<file path="config.mk">
export PLATFORM = sky130hd
export DESIGN_NAME = db15_joy_tx
export DESIGN_NICKNAME = d
export VERILOG_FILES = /design/src/rtl/db15_joy_tx.sv
export SDC_FILE = /design/constraint.sdc
export NUM_CORES = 1
export LEC_CHECK = 0
export CAP_MARGIN = 20
export CELL_PAD_IN_SITES_DETAIL_PLACEMENT = 0
export CELL_PAD_IN_SITES_GLOBAL_PLACEMENT = 1
export CORE_UTILIZATION = 43
export CTS_CLUSTER_DIAMETER = 30
export CTS_CLUSTER_SIZE = 25
export DETAILED_ROUTE_END_ITERATION = 7
export PLACE_DENSITY = 0.85
export SLEW_MARGIN = 20
export SYNTH_ARGS = -nofsm -noshare
export SYNTH_HDL_FRONTEND = slang
export SYNTH_SLANG_ARGS = --single-unit
</file>
<file path="constraint.sdc">
create_clock -name clk -period 3.1 [get_ports clk]
set_input_delay 0.62 -clock clk [delete_from_list [all_inputs] [get_ports clk]]
set_output_delay 0.62 -clock clk [all_outputs]
set_load 0.02 [all_outputs]
</file>
<file path="src/rtl/db15_joy_tx.sv">
// db15_joy_tx: device-side DB15 two-player joystick responder emulating chained 74HC165s.
// Optional link-idle timeout is compiled in with `define DB15_TX_TIMEOUT_EN.
`default_nettype none

module db15_joy_tx #(
  parameter int TIMEOUT_CYCLES = 2_400_000,
  parameter bit FILL_BIT       = 1'b1
) (
  input  logic        clk,
  input  logic        reset,
  input  logic [15:0] joystick1,
  input  logic [15:0] joystick2,
  input  logic        joy_load,
  input  logic        joy_clk,
  output logic        joy_data,
  output logic        link_active,
  output logic        overrun
);

  typedef enum logic [1:0] {
    S_IDLE  = 2'd0,
    S_LOAD  = 2'd1,
    S_SHIFT = 2'd2,
    S_DONE  = 2'd3
  } state_t;

  state_t      r_state;
  state_t      w_state_next;

  logic        r_load_meta, r_load_sync, r_load_d;
  logic        r_clk_meta, r_clk_sync, r_clk_d;
  logic [31:0] r_frame;
  logic [5:0]  r_cnt;
  logic        r_overrun;
  logic        r_link_active;

  logic        w_load_fall;
  logic        w_clk_rise;
  logic        w_timeout;

  // Load idles high, so its synchronizer resets high to avoid a false falling edge.
  always_ff @(posedge clk) begin
    if (reset) begin
      r_load_meta <= 1'b1;
      r_load_sync <= 1'b1;
      r_load_d    <= 1'b1;
      r_clk_meta  <= 1'b0;
      r_clk_sync  <= 1'b0;
      r_clk_d     <= 1'b0;
    end else begin
      r_load_meta <= joy_load;
      r_load_sync <= r_load_meta;
      r_load_d    <= r_load_sync;
      r_clk_meta  <= joy_clk;
      r_clk_sync  <= r_clk_meta;
      r_clk_d     <= r_clk_sync;
    end
  end

  assign w_load_fall = ~r_load_sync & r_load_d;
  assign w_clk_rise  = r_clk_sync & ~r_clk_d;

  always_ff @(posedge clk) begin
    if (reset) begin
      r_frame   <= '1;
      r_cnt     <= 6'd0;
      r_overrun <= 1'b0;
    end else if (!r_load_sync) begin
      r_frame <= {~joystick2, ~joystick1};
      r_cnt   <= 6'd0;
    end else if (w_clk_rise) begin
      r_frame <= {FILL_BIT, r_frame[31:1]};
      if (r_cnt != 6'd63) begin
        r_cnt <= r_cnt + 6'd1;
      end
      if (r_cnt >= 6'd32) begin
        r_overrun <= 1'b1;
      end
    end
  end

`ifdef DB15_TX_TIMEOUT_EN
  localparam int TW = $clog2(TIMEOUT_CYCLES + 1);

  logic [TW-1:0] r_to_cnt;

  always_ff @(posedge clk) begin
    if (reset) begin
      r_to_cnt <= '0;
    end else if (w_load_fall || !r_link_active) begin
      r_to_cnt <= '0;
    end else begin
      r_to_cnt <= r_to_cnt + 1'b1;
    end
  end

  // Fires on the cycle the idle count reaches TIMEOUT_CYCLES.
  assign w_timeout = r_link_active && !w_load_fall &&
                     (r_to_cnt == TW'(TIMEOUT_CYCLES - 1));
`else
  logic w_unused_cfg;
  assign w_unused_cfg = (TIMEOUT_CYCLES == 0);
  assign w_timeout    = 1'b0;
`endif

  always_ff @(posedge clk) begin
    if (reset) begin
      r_link_active <= 1'b0;
    end else if (w_load_fall) begin
      r_link_active <= 1'b1;
    end else if (w_timeout) begin
      r_link_active <= 1'b0;
    end
  end

  always_ff @(posedge clk) begin
    if (reset) begin
      r_state <= S_IDLE;
    end else begin
      r_state <= w_state_next;
    end
  end

  always_comb begin
    w_state_next = r_state;
    case (r_state)
      S_IDLE:  if (!r_load_sync) w_state_next = S_LOAD;
      S_LOAD:  if (r_load_sync)  w_state_next = S_SHIFT;
      S_SHIFT: begin
        if (!r_load_sync) begin
          w_state_next = S_LOAD;
        end else if (w_clk_rise && (r_cnt == 6'd31)) begin
          w_state_next = S_DONE;
        end
      end
      S_DONE:  if (!r_load_sync) w_state_next = S_LOAD;
      default: w_state_next = S_IDLE;
    endcase
    if (w_timeout) begin
      w_state_next = S_IDLE;
    end
  end

  assign joy_data    = r_frame[0];
  assign link_active = r_link_active;
  assign overrun     = r_overrun;

endmodule

`default_nettype wire

</file>
======== Word level (Yosys, flattened, before mapping) ========
Index checks and enable logic that the tools add are counted.
cells by class
  $mul .................................... 0
  reductions and logical operators ........ 3
  multiplexer cells ....................... 2
  $lt $le $gt $ge ......................... 1
  $add $sub $neg .......................... 1
  equal/unequal tests ..................... 2
  shift operators ......................... 0
  divide/modulo/power cells ............... 0
  bitwise operators ....................... 6
operator list
  kind                                                       count
  2-to-1 mux 32 bit                                          2
  inverter 16 bit                                            2
  adder 6 x 1 -> 6 bit (second input constant)               1
  greater-or-equal comparator 6 bit (second input constant)  1
  != test 6 bit (second input constant)                      1
  AND reduction 3 bit                                        1
  AND 1 bit                                                  2
  != test 2 x 1 -> 1 bit (second input constant)             1
  inverter 1 bit                                             2
  AND reduction 2 bit                                        1
  OR reduction 2 bit                                         1
storage, ports and cells
  memories ................................ 0
  bits in registers ....................... 46
  memory bits (writable) .................. 0
  output and inout port bits .............. 3
  logic and storage cells ................. 25
  bits in read-only memories .............. 0
  latch bits .............................. 0
  input bits .............................. 36

======== Depth between registers and ports, before layout ========
Gate-level depths: netlist of the first run.
  word-level depth ........................ 4
  gate-level depth with buffers ........... 4
  mapped depth without buffers ............ 4

======== Worst setup path before layout of the first run ========
Ideal clock, no wire load.
  path type ............................... input to register
  from .................................... in reset
  to ...................................... reg r_frame[16]
  setup slack ............................. 1.910 ns
  buffers on the path ..................... 1
  library setup time ...................... 0.131 ns
  stages .................................. 3
  data required time ...................... 2.969 ns
  arrival ................................. 1.059 ns
  path through ............................ inv_1 clkbuf_1 o21ai_1
RTL lines
  item                  RTL line  RTL
  start, declared       10        input logic reset,
  end signal, assigned  69        r_frame <= {~joystick2, ~joystick1};
  end signal, assigned  72        r_frame <= {FILL_BIT, r_frame[31:1]};
  end, declared         32        logic [31:0] r_frame;
No word-level cell between the ends.

======== Final worst setup path of the first run ========
  from .................................... reg r_overrun, in the netlist overrun
  to ...................................... out overrun
RTL lines
  item                    RTL line  RTL
  start, declared         34        logic r_overrun;
  start signal, assigned  67        r_overrun <= 1'b0;
  start signal, assigned  77        r_overrun <= 1'b1;
  end, declared           17        output logic overrun
No word-level cell between the ends.

==> key figures, run 1 <==
Placed design
  – Cell Area, Placed: 2600 um2
  – Placer Congestion: 0.736
  – Port Buffer Count: 38
  – Detailed placer's ending HPWL: 2830 um

Cells and area
  – Final Core Density: 0.553
  – Layout cell share with drive strength beyond 1: 0.0868
  – Area growth from synthesis to layout: 20.9%
  – Nets: 303
  – Fillers: 461
  – ANT cells: 0
  – Fin area: 2680 um2

Critical path
  – Setup CP Type: flop to output pin
  – Top fanout value on the critical path: 2
  – Critical path depth: 1
  – Critical Path End: overrun
  – Critical-path cell list: clkdlybuf4s50_1
  – WP data required: 2.48 ns
  – CP Capture Type: output pin
  – CP startpoint kind: flop
  – Worst EP arrival: 1.25 ns
  – Critical path buffer and inverter count: 1
  – Reg-to-reg endpoint: r_cnt[1]
  – Reg-to-Reg Start: r_clk_d
  – Crit path largest cell delay: 0.61 ns
  – Largest delay share family, worst path: buffers and inverters
  – R2R setup slack: 1.44 ns
  – Crit. Startpoint: overrun
  – Slowest stage cell, crit path: clkdlybuf4s50_1
  – Worst reg2reg path depth: 3

Floorplanning
  – Core area: 4850 um2
  – DIE AREA: 5450 um2
  – Die Ht: 73.8 um
  – Die Wd: 73.8 um
  – Initial core utilization: 0.457
  – Row count: 25
  – I/O pins: 39

Global route
  – Vias in the first global route: 1555
  – Pin count of the biggest net entering global routing: 35
  – First-pass GRT wire length: 7500 um
  – Initial antenna violation count: 0
  – Gr usage total: 0.182
  – Global route overflow: 0

CTS
  – Root Driver: clkbuf_8
  – Resize count post-CTS: 0
  – Hold-fix buffer count after cts: 0
  – CTS Buf Count: 5
  – Post-CTS Setup Inserts: 0
  – Clk sink count: 46
  – CTS tree: yes
  – Max clock buf depth: 2
  – Reg clk slew, reported paths: 0.08 ns
  – H-tree depth: 2
  – Clk Latency, worst-skew pair: 0.30 ns

STA
  – RSZ-0062 raised after global routing: no
  – Sum of negative setup slack: 0 ns
  – Max-slew violation count: 0
  – Clock period minus worst slack: 1.87 ns
  – Final Hold Viols: 0
  – # setup viols final: 0
  – Slew headroom: 0.577
  – Clock skew: 0.00603 ns
  – Worst-margin pin slew: 0.633 ns
  – Period utilization: 0.604
  – Max Fclk: 534 MHz

Synth
  – Synthesized cell area: 2220 um2
  – Flops & latches, synth: 46
  – Synth Net Count: 272
  – Seq/Total Area, Yosys: 0.415
  – Avg Inst Size Synth: 9.47 um2
  – Distinct cells, synth: 36
  – Post-synth EDFFs: 0
  – Number of synthesis warnings: 0
  – Cells after synthesis: 234
  – Synth Flop Type: dfxtp_1
  – Synth async-reset ratio: 0

Worst hold path
  – HP Class: flop to flop

Route
  – Post-Route WL: 4500 um
  – WL/cell: 13.6 um
  – DR vias/cell: 5.15
  – DRC viols: 0
  – Vias: 1709
  – Drt initial violations: 116
  – DRT Pass-1 Iters: 4
  – Final ANT Viol Nets: 0

Outcome
  – Status: finished, final reports clean

Power
  – Pleak: 1.08 nW
  – Pwr/cell area: 424 nW/um2
  – Max VDD drop: 0.211 mV

Job
  – Max cap viols: 0
## cell usage after synthesis (2+ instances only)
cell type  count  share of area
dfxtp_1       46           0.42
buf_2          2         0.0045
buf_4          3          0.010
nand2_1        6          0.010
o21ai_0        2         0.0045
clkbuf_2       4         0.0090
clkbuf_1       6          0.010
and3b_2        2         0.0090
or2_2          2         0.0056
a31oi_1        4          0.011
nor2_1         3         0.0051
ha_1           2          0.011
a211oi_2       2          0.011
a211oi_1      30           0.10
and2b_1       11          0.037
o21ai_1       30          0.068
inv_1          3         0.0051
nor2b_1       24          0.068
nand3_1        2         0.0045
buf_6          3          0.015
a21oi_1        3         0.0068
and3b_1       30           0.12
## cell type report
type / count / area, um2 / share of cell area
multi-input cells: 166 / 1170 / 0.437
flip-flops and latches: 46 / 921 / 0.343
repair buffers: 42 / 410 / 0.153
well taps: 67 / 83.8 / 0.0313
clock buffers: 5 / 68.8 / 0.0257
inverters: 4 / 15.0 / 0.00560
clock inverters: 2 / 10.0 / 0.00373
## metrics by stage
stage	std cells	total power [W]	hold slack (ns)	setup slack (ns)
after floorplan	234	0.000743	0.389	1.91
after global placement	325	0.000804	0.398	1.02
after detailed placement	325	0.000806	0.393	0.911
after CTS	332	0.00116	0.414	1.21
after global routing	332	0.00119	0.444	1.07
final	332	0.00114	0.418	1.23
## power breakdown
group | internal, W | switching [W] | total, W
Combinational | 0.0000915 | 0.0000596 | 0.000151
Sequential | 0.000622 | 0.0000191 | 0.000641
Clock | 0.000151 | 0.000193 | 0.000344
## kinds of logic after synthesis
group           count (synthesis)  synth area share
simple gates                   88             0.292
compound gates                 75             0.221
flops                          46             0.415
buf+inv                        22            0.0559
fa+ha+maj                       2            0.0113
mux                             1           0.00451
## routing by layer
metal  vias up  part of all wire  track usage  wire [um]
li1        909                 -            -          -
met1       764              0.54        0.267       2430
met2        31              0.41        0.257       1850
met3         5             0.038       0.0466        170
met4         0             0.012       0.0577         56
met5         -                 0            0          0
## sequential cells by signal, indices dropped and copies added (netlist names)
register	count
r_clk_meta	1
r_clk_sync	1
link_active	1
r_frame	32
r_load_meta	1
r_cnt	6
r_load_d	1
overrun	1
r_clk_d	1
r_load_sync	1
## how the worst min path moves through the flow
stage | slack, ns | startpoint | end | cells after the start
after detailed placement | 0.39 | r_load_meta | r_load_sync | 1
after CTS | 0.41 | r_load_meta | r_load_sync | 1
after floorplan | 0.39 | r_load_meta | r_load_sync | 1
after global placement | 0.40 | r_load_meta | r_load_sync | 1
after global routing | 0.44 | r_load_meta | r_load_sync | 1
final | 0.42 | r_load_meta | r_load_sync | 1
## placed cells by master (no fill, tap or decap), types with 3 or more instances in the layout
cell type,netlist,layout
dfxtp_1,46,46
clkdlybuf4s50_1,0,38
and3b_1,30,30
a211oi_1,30,30
o21ai_1,30,30
nor2b_1,24,24
and2b_1,11,11
nand2_1,6,6
clkbuf_8,0,5
a31oi_1,4,4
buf_4,3,4
inv_1,3,3
nor2_1,3,3
a21oi_1,3,3
## worst register-to-register path, delay by kind of cell, from the launching register on
kind	cells	cell delay [ns]
compound gates	2	0.35
flops	1	0.73
simple gates	1	0.50
No activity file was read; power rests on OpenSTA's default activity.
==> run 2, diff against run 1 <==
--- a/config.mk
+++ b/config.mk
@@ -8,11 +8,11 @@
 export CAP_MARGIN = 20
 export CELL_PAD_IN_SITES_DETAIL_PLACEMENT = 0
 export CELL_PAD_IN_SITES_GLOBAL_PLACEMENT = 1
-export CORE_UTILIZATION = 43
+export CORE_UTILIZATION = 40
 export CTS_CLUSTER_DIAMETER = 30
 export CTS_CLUSTER_SIZE = 25
 export DETAILED_ROUTE_END_ITERATION = 7
-export PLACE_DENSITY = 0.85
+export PLACE_DENSITY = 0.8
 export SLEW_MARGIN = 20
 export SYNTH_ARGS = -nofsm -noshare
 export SYNTH_HDL_FRONTEND = slang
==> constraint.sdc (replaced) <==
create_clock -name clk -period 1.75 [get_ports clk]
set_input_delay 0.35 -clock clk [delete_from_list [all_inputs] [get_ports clk]]
set_output_delay 0.35 -clock clk [all_outputs]
set_load 0.02 [all_outputs]
==> key figures, run 2 (synthesis gave the netlist of run 1 again) <==
Route
  – DRC viols: 0
  – WL/cell: 12.9 um
  – DR vias/cell: 5.17
  – DRT Pass-1 Iters: 4
  – Final ANT Viol Nets: 0
  – Vias: 1751
  – Post-Route WL: 4380 um
  – Drt initial violations: 105

Placed design
  – Placed Instances: 331
  – Placer Congestion: 0.764
  – Port Buffer Count: 38
  – Cell Area, Placed: 2630 um2
  – Detailed placer's ending HPWL: 2900 um

Critical path
  – Critical Path End: overrun
  – Crit path largest cell delay: 0.61 ns
  – Critical path buffer and inverter count: 1
  – Slowest stage cell, crit path: clkdlybuf4s50_1
  – Crit. Startpoint: overrun
  – Top fanout value on the critical path: 2
  – Setup CP Type: flop to output pin
  – Reg-to-reg endpoint: r_cnt[0]
  – R2R setup slack: 0.23 ns
  – WP data required: 1.40 ns
  – CP Capture Type: output pin
  – Critical path depth: 1
  – Critical-path cell list: clkdlybuf4s50_1
  – CP startpoint kind: flop
  – Worst reg2reg path depth: 3
  – Worst EP arrival: 1.26 ns
  – Reg-to-Reg Start: r_clk_sync
  – Largest delay share family, worst path: buffers and inverters

STA
  – Max-slew violation count: 0
  – Sum of negative setup slack: 0 ns
  – Slew headroom: 0.595
  – Worst-margin pin slew: 0.606 ns
  – Clock period minus worst slack: 1.61 ns
  – Max Fclk: 622 MHz
  – RSZ-0062 raised after global routing: no
  – # setup viols final: 0
  – Clock skew: 0.00750 ns
  – Period utilization: 0.918
  – Final Hold Viols: 0

Cells and area
  – Area growth from synthesis to layout: 23.5%
  – Fin area: 2740 um2
  – ANT cells: 0
  – Max reg flops: 32
  – Fin cells: 339
  – Fillers: 525
  – Most flop-heavy register: r_frame
  – Top Registers: r_frame (32), r_cnt (6)
  – Most frequent cells in the layout: dfxtp_1 (46), clkdlybuf4s50_1 (38), and3b_1 (30), a211oi_1 (30), o21ai_1 (30)
  – Commonest non-fill, non-tap cell in the layout: dfxtp_1
  – Nets: 306
  – Layout cell share with drive strength beyond 1: 0.0967

Floorplanning
  – Core area: 5240 um2
  – Die Ht: 76.5 um
  – I/O pins: 39
  – Row count: 26
  – Die Wd: 76.5 um
  – Initial core utilization: 0.423
  – DIE AREA: 5840 um2

Global route
  – Pin count of the biggest net entering global routing: 35
  – Global route overflow: 0
  – Vias in the first global route: 1738
  – Gr usage total: 0.165
  – First-pass GRT wire length: 7880 um
  – Initial antenna violation count: 0

CTS
  – CTS Buf Count: 5
  – Post-CTS Setup Inserts: 0
  – Clk sink count: 46
  – Reg clk slew, reported paths: 0.08 ns
  – H-tree depth: 2
  – Clk Latency, worst-skew pair: 0.30 ns
  – Root Driver: clkbuf_8
  – Hold-fix buffer count after cts: 0
  – CTS tree: yes
  – Resize count post-CTS: 0
  – Max clock buf depth: 2

Job
  – Max cap viols: 0

Outcome
  – Status: finished, final reports clean

Power
  – Pwr/cell area: 802 nW/um2
  – Pleak: 1.10 nW
  – Max VDD drop: 0.405 mV
  – Total Power: 0.00220 W

Worst hold path
  – HP Class: flop to flop
run 2: changes by cell type in the layout (fill, tap and decap cells not counted), sizes merged:
cell | previous run | this run
clkinv | 2 | 0
buf | 4 | 7
clkinvlp | 0 | 1
clkbuf | 5 | 6
bufinv | 0 | 1
run 2: area by class of cell:
type | count | area, um2 | share of cell area
clock inverter | 2 | 37.5 | 0.0137
tap | 70 | 87.6 | 0.0320
inverter | 4 | 15.0 | 0.00548
timing repair buffer | 45 | 433 | 0.158
sequential | 46 | 921 | 0.336
clock buffer | 6 | 72.6 | 0.0265
multi-input combinational | 166 | 1170 | 0.428
run 2: power breakdown:
part           leakage, nW  internal [W]  switching (W)
clock network       0.0514      0.000426       0.000366
logic                0.672      0.000165       0.000107
registers            0.378       0.00110      0.0000309
total                 1.10       0.00169       0.000504
run 2: metal layers:
layer	track usage	routed length, um	vias up
met3	0.0275	151	6
met5	0	0	-
met2	0.258	1870	34
li1	-	-	913
met4	0.0750	80	0
met1	0.220	2270	798
run 2: worst min-delay path by stage:
stage,depth (start not counted),startpoint,to
after floorplan,1,r_load_meta,r_load_sync
after global placement,1,r_load_meta,r_load_sync
after detailed placement,1,r_load_meta,r_load_sync
after CTS,1,r_load_meta,r_load_sync
after global routing,1,r_load_meta,r_load_sync
final,1,r_load_meta,r_load_sync
run 2: stage by stage:
step	utilization	hold WS (ns)	setup WS [ns]
floorplan	-	0.389	0.629
global placement	0.502	0.394	0.187
detailed placement	0.502	0.405	0.169
CTS	0.523	0.428	0.130
global route	0.523	0.435	0.0729
finish	0.523	0.423	0.143
